File: config.mk
export PLATFORM = sky130hd
export DESIGN_NAME = mult32_seq
export DESIGN_NICKNAME = d
export VERILOG_FILES = /design/src/rtl/mult32_seq.sv
export SDC_FILE = /design/constraint.sdc
export NUM_CORES = 1
export LEC_CHECK = 0
export BUFFER_PORTS_ARGS = -buffer_cell sky130_fd_sc_hd__buf_2
export CAP_MARGIN = 0
export CORE_ASPECT_RATIO = 1.2
export CORE_UTILIZATION = 45
export CTS_BUF_LIST = sky130_fd_sc_hd__clkbuf_2 sky130_fd_sc_hd__clkbuf_4 sky130_fd_sc_hd__clkbuf_8
export DETAILED_ROUTE_END_ITERATION = 8
export PLACE_DENSITY = 0.72
export SLEW_MARGIN = 10
export SYNTH_ARGS = -nofsm -noshare
export SYNTH_HDL_FRONTEND = slang
export SYNTH_SLANG_ARGS = --single-unit
export TNS_END_PERCENT = 5
File: constraint.sdc
create_clock -name clk -period 5.71 [get_ports clk]
set_input_delay 1.4275 -clock clk [delete_from_list [all_inputs] [get_ports clk]]
set_output_delay 1.4275 -clock clk [all_outputs]
set_load 0.05 [all_outputs]
File: src/rtl/mult32_seq.sv
// Sequential 32x32 -> 64-bit shift-add multiplier, one iteration per clock.
// Signed operands are multiplied as magnitudes and the sign is applied at the end.
module mult32_seq (
  input  logic        clk,
  input  logic        rst,
  input  logic        start,
  input  logic        sgn,
  input  logic [31:0] a,
  input  logic [31:0] b,
  output logic [31:0] hi,
  output logic [31:0] lo,
  output logic        busy,
  output logic        done
);

  localparam logic [1:0] IDLE = 2'd0;
  localparam logic [1:0] RUN  = 2'd1;
  localparam logic [1:0] FIN  = 2'd2;

  logic [1:0]  state;
  logic [5:0]  count;
  logic [63:0] acc;
  logic [31:0] mcand;
  logic [31:0] mplier;
  logic        neg;

  logic [31:0] mag_a;
  logic [31:0] mag_b;
  logic [32:0] sum;
  logic [63:0] acc_step;
  logic [63:0] result;

  // The carry out of the upper-half add becomes the new MSB after the shift,
  // so -2^31 x -2^31 (magnitudes 2^31) still lands exactly on 2^62.
  always_comb begin
    mag_a    = (sgn && a[31]) ? (~a + 32'd1) : a;
    mag_b    = (sgn && b[31]) ? (~b + 32'd1) : b;
    sum      = {1'b0, acc[63:32]} + (mplier[0] ? {1'b0, mcand} : 33'd0);
    acc_step = {sum, acc[31:1]};
    result   = neg ? (~acc + 64'd1) : acc;
  end

  always_ff @(posedge clk) begin
    if (rst) begin
      state  <= IDLE;
      count  <= 6'd0;
      acc    <= 64'd0;
      mcand  <= 32'd0;
      mplier <= 32'd0;
      neg    <= 1'b0;
      hi     <= 32'd0;
      lo     <= 32'd0;
      busy   <= 1'b0;
      done   <= 1'b0;
    end else begin
      done <= 1'b0;
      case (state)
        IDLE: begin
          if (start) begin
            mcand  <= mag_a;
            mplier <= mag_b;
            neg    <= sgn & (a[31] ^ b[31]);
            acc    <= 64'd0;
            count  <= 6'd0;
            busy   <= 1'b1;
            state  <= RUN;
          end
        end
        RUN: begin
          acc    <= acc_step;
          mplier <= mplier >> 1;
          count  <= count + 6'd1;
          if (count == 6'd31) state <= FIN;
        end
        FIN: begin
          hi    <= result[63:32];
          lo    <= result[31:0];
          done  <= 1'b1;
          busy  <= 1'b0;
          state <= IDLE;
        end
        default: state <= IDLE;
      endcase
    end
  end

endmodule

======== Yosys cells after proc, flatten, opt, wreduce, memory -nomap -nowiden ========
Index checks and enable logic that the tools add are counted.
operators by class
  bitwise logic cells ..................... 5
  reduce and logical (&&, ||, !) cells .... 9
  add/sub/neg operators ................... 5
  equality and inequality tests ........... 5
  multiplexer cells ....................... 16
operator list
  operator                                                               count
  32-bit 2-to-1 mux                                                      4
  64-bit 2-to-1 mux                                                      2
  64-bit case mux with 2 select lines                                    1
  32-bit by 1-bit adder with 32-bit output, second input constant        2
  64-bit by 1-bit adder with 64-bit output, second input constant        1
  32-bit NOT                                                             2
  64-bit NOT                                                             1
  32-bit case mux with 2 select lines                                    1
  32-bit by 32-bit adder with 33-bit output                              1
  6-bit case mux with 2 select lines                                     1
  2-bit AND reduction                                                    4
  6-bit by 1-bit adder with 6-bit output, second input constant          1
  6-bit by 5-bit equality test with 1-bit output, second input constant  1
  6-bit 2-to-1 mux                                                       1
  2-bit 2-to-1 mux                                                       2
  2-bit inequality test, second input constant                           2
  2-bit case mux with 2 select lines                                     1
  2-bit nonzero test                                                     2
  2-bit by 1-bit equality test with 1-bit output, second input constant  1
  2-bit equality test, second input constant                             1
  1-bit logical AND                                                      2
  2-bit zero test                                                        1
  1-bit 2-to-1 mux                                                       2
  1-bit case mux with 2 select lines                                     1
  2 further kinds                                                        2
word-level totals
  input bits .............................. 68
  register bits ........................... 203
  logic and storage cells ................. 50
  output and inout port bits .............. 66

======== Logic depth before layout (Yosys ltp) ========
  depth in word-level cells ............... 5
  mapped depth ............................ 12
  gate-level depth less buffers ........... 11

======== Least setup slack after synthesis ========
OpenSTA, ideal clock, no wires.
  path type ............................... in2reg
  from .................................... input b[16]
  to ...................................... register mplier[27]
  stages .................................. 7
  setup slack ............................. 2.143 ns
  data required time ...................... 5.582 ns
  path buffers ............................ 0
  setup time .............................. 0.128 ns
  arrival ................................. 3.439 ns
  cells stage by stage .................... or4_4 or4_1 or3_4 o31ai_4 xnor2_1 a222oi_1 nor2_1
between the ends
  longest elaborated chain between the ends .. 5
ends and longest elaborated chain
  element                                   RTL line  source
  start: declaration                        9         input logic [31:0] b,
  32-bit NOT                                37        mag_b = (sgn && b[31]) ? (~b + 32'd1) : b;
  32-bit by 1-bit adder with 32-bit output  37
  32-bit 2-to-1 mux                         37
  32-bit 2-to-1 mux                         59        if (start) begin
  32-bit case mux with 2 select lines       57        case (state)
  end signal: assignment                    61        mplier <= mag_b;
  end signal: assignment                    71        mplier <= mplier >> 1;
  end: declaration                          24        logic [31:0] mplier;
Every way passes these cells. The select of a mux whose other input is x is not followed.
A chain may end at the register's enable or synchronous reset.

======== Worst setup path in the final report ========
  from .................................... register mplier[0]
  to ...................................... register acc[59]
between the ends
  longest elaborated chain between the ends .. 3
ends and longest elaborated chain
  element                                    RTL line  source
  32-bit 2-to-1 mux                          38        sum = {1'b0, acc[63:32]} + (mplier[0] ? {1'b0, mcand} : 33'd0);
  32-bit by 32-bit adder with 33-bit output  38
  64-bit case mux with 2 select lines        57
  end signal: assignment                     70        acc <= acc_step;
  end: declaration                           22        logic [63:0] acc;
Every way passes these cells.

==> run_results.csv <==
group,metric,value,unit
synthesis,ys_ff_latch,203,
timing,fin_setup_tns,0,ns
placement,gp_routability_congestion,0.905,
finish,n_fill_cell,2470,
timing,slew_headroom,21.2,%
clock_network,clkTransAtPathRegs,0.06,ns
clock_network,numCtsBuffers,35,
clock_network,cts_tree,"built",
power,ir_worst_vdd,149,uV
clock_network,root_buffer,"clkbuf_8",
global_route,antenna_found_initial,0,
clock_network,postCtsHoldBufs,0,
worst_setup_path,timing_worst_setup_path_type,"register to register",
clock_network,clock-sinks,203,
clock_network,htree_levels,2,
worst_setup_path,cp.required,6.12,ns
global_route,groute.usage.overall,21.0,%
floorplanning,dieArea,26100,um2
synthesis,async_reset_ff_share,0,%
finish,syn_to_final_growth,13.0,%
synthesis,syn_area_per_cell,8.35,um2
timing,slew_viol_final,0,
drt,antenna_left,0,
run_status,run_status,"finished, final reports clean",
synthesis,synth_edf_count,0,
power,p_per_area,244,nW/um2
worst_setup_path,crit_family,"compound AO/OA/AOI/OAI gates",
power,comb_power_share,10.4,%
finish,final_nets,1570,
floorplanning,num_io_pins,134,
finish,drive_above_1_share,16.3,%
synthesis,synthCells,1371,
hold_path,min_path_type,"register to register",
synthesis,yosys.area.top_type,"dfxtp_1",
timing,finalSetupViolations,0,
timing,tightest_slew,1.18,ns
placement,port_buffers,133,
drt,drc,0,
placement,dp_hpwl,20200,um
timing,grt_setup_unrepaired,"no",
floorplanning,initial_utilization,46.1,%
synthesis,syn-num-nets,1476,
power,seq_power_share,47.0,%
power,switching_share,25.6,%
finish,final_cells,1810,
worst_setup_path,max_stage_delay,0.40,ns
worst_setup_path,r2r_setup_slack,2.33,ns
drt,drtIter0Drc,470,
power,p_leak,5.23,nW
synthesis,synth_top_flop_cell,"dfxtp_1",
placement,dp.cells,1753,
floorplanning,fp.dieH,177,um
floorplanning,row_count,63,
synthesis,yosysSeqAreaShare,35.5,%
floorplanning,coreArea,24800,um2
power,p_int,2.35,mW
timing,finalClockSkew,0.0187,ns
timing,max_freq,296,MHz
clock_network,postCtsResizedCells,0,
timing,fin_crit_sh,59.2,%
synthesis,synth.top_cell.area_share,35.5,%
drt,vias,10100,
drt,routed-wl-met2,12700,um
drt,met1_length,13100,um
clock_network,clockBufferDepth,3,
global_route,grt_overflow,0,
worst_setup_path,cp_num_buf_inv,3,
worst_setup_path,start_kind,"register",
flow_run,cap_violations,0,
synthesis,synthTopCellsByArea,"dfxtp_1 35%, xor2_1 7.1%, nor2_1 5.5%, o21ai_0 4.4%, nand2_1 4.1%",
drt,highest_layer,"met4",
power,p_sw,806,uW
drt,dr.pass1.iters,6,
drt,viasPerCell,5.59,
timing,hold_viol_final,0,
worst_setup_path,crit_fanout,34,
drt,met3_length,1290,um
global_route,grt_pass1_wl,45300,um
worst_setup_path,path_cells,"buf_4 > and2_1 > ha_1 > inv_1 > fa_1 > nor2b_1 > o2111ai_1 > a21oi_1 > a311oi_1 > o41ai_1 > buf_4 > a2111oi_0 > a221o_1",
worst_setup_path,cpMostUsedCell,"buf_4",
global_route,grt_pass1_vias,9291,
clock_network,post_cts_buffers,0,
floorplanning,die_w,148,um
worst_setup_path,critical-path-slowest-cell,"fa_1",
synthesis,yosys_warnings,0,
finish,antenna_cells,0,
drt,wirelength,27700,um
synthesis,syn_area,11400,um2
synthesis,synth_cell_types,74,
drt,wl_per_cell,15.3,um
worst_setup_path,critPathArrivalTime,3.79,ns
finish,final_util,52.1,%
power,power.share.clock,42.5,%
global_route,grt_max_degree,68,
finish,final_cell_mix,"202 x dfxtp_1, 165 x nor2_1, 132 x buf_2, 125 x nand2_1, 100 x o21ai_0",
timing,layout_min_cycle_time,3.38,ns
finish,final_common_cell,"dfxtp_1",
worst_setup_path,cp-end-kind,"register",
clock_network,clk_latency,0.53,ns
## state kept, by name, summed over array words and instances, names as in the netlist
signal  count
acc        64
busy        1
count       6
done        1
hi         32
lo         32
mcand      32
mplier     32
neg         1
state       2
## power groups by stage
stage               Sequential, mW  Clock [mW]  Combinational (mW)
finish                        1.48        1.34               0.329
CTS                           1.48        1.38               0.330
detailed placement            1.51           0               0.329
global placement              1.51           0               0.322
floorplan                     1.51           0               0.235
global route                  1.49        1.44               0.367
## cells by family (layout without fill, tap and decap cells)
logic type / Yosys count / in the layout / share of synthesized area [%]
muxes: 5 / 5 / 0.448
buffers and inverters: 107 / 221 / 4.11
and+or+nand+nor: 464 / 464 / 19.6
adders and majority gates: 37 / 37 / 4.11
xor gates and xnor gates: 139 / 139 / 10.6
DFF: 203 / 203 / 35.5
AOI/OAI and AO/OA: 416 / 416 / 25.6
## cells in the mapped netlist, types with 8 or more instances
cell type and count:
o21ai_0 100, inv_1 21, ha_1 36, a31oi_1 14
or4_1 15, a21oi_1 77, a22oi_1 11, nand2_1 125
and2_1 36, nor4_1 10, clkbuf_1 74, a222oi_1 28
dfxtp_1 203, or3_1 16, nand2b_1 10, nand4_1 8
a22o_1 30, a211oi_1 55, a21o_1 8, nor2_1 168
nand3_1 16, xor2_1 93, o41ai_1 13, nor3_1 14
o31ai_1 26, xnor2_1 46, a311oi_1 9
## worst paths after layout
check / start / end / cells after the start
setup reg to reg: mplier[0]$_SDFFE_PP0P_ / acc[59]$_SDFFE_PP0P_ / 13
setup / recovery: mplier[0]$_SDFFE_PP0P_ / acc[59]$_SDFFE_PP0P_ / 13
hold / removal: lo[25]$_SDFFE_PP0P_ / lo[25]$_SDFFE_PP0P_ / 2
hold reg to reg: lo[25]$_SDFFE_PP0P_ / lo[25]$_SDFFE_PP0P_ / 2
## layout make-up
class | instances | area, um2 | share of cell area, %
tap | 325 | 407 | 3.14
sequential | 203 | 4070 | 31.4
clock inverter | 5 | 56.3 | 0.435
inverter | 21 | 78.8 | 0.609
multi-input combinational | 1061 | 6940 | 53.6
clock buffer | 52 | 647 | 5.00
timing repair buffer | 143 | 743 | 5.75
## worst min-delay path, cell delays in order (launching register included)
cell,delay (ns)
dfxtp_1,0.30
nand2_1,0.05
o21ai_1,0.05
## metrics by stage
step                setup slack, ns  power [mW]  instance area [um2]  hold WS, ns
floorplan                      2.14        1.74                11400        0.427
global placement               1.93        1.83                12200        0.432
detailed placement             1.89        1.84                12200        0.439
CTS                            2.34        3.19                12900        0.447
global route                   2.09        3.29                12900        0.468
finish                         2.33        3.15                12900        0.443
## metal layers
metal	GRT usage [%]	vias to the layer above
met5	0	-
met4	7.04	0
met3	3.32	43
met2	35.2	227
met1	27.5	4652
li1	-	5202
No activity file was read; power rests on OpenSTA's default activity.
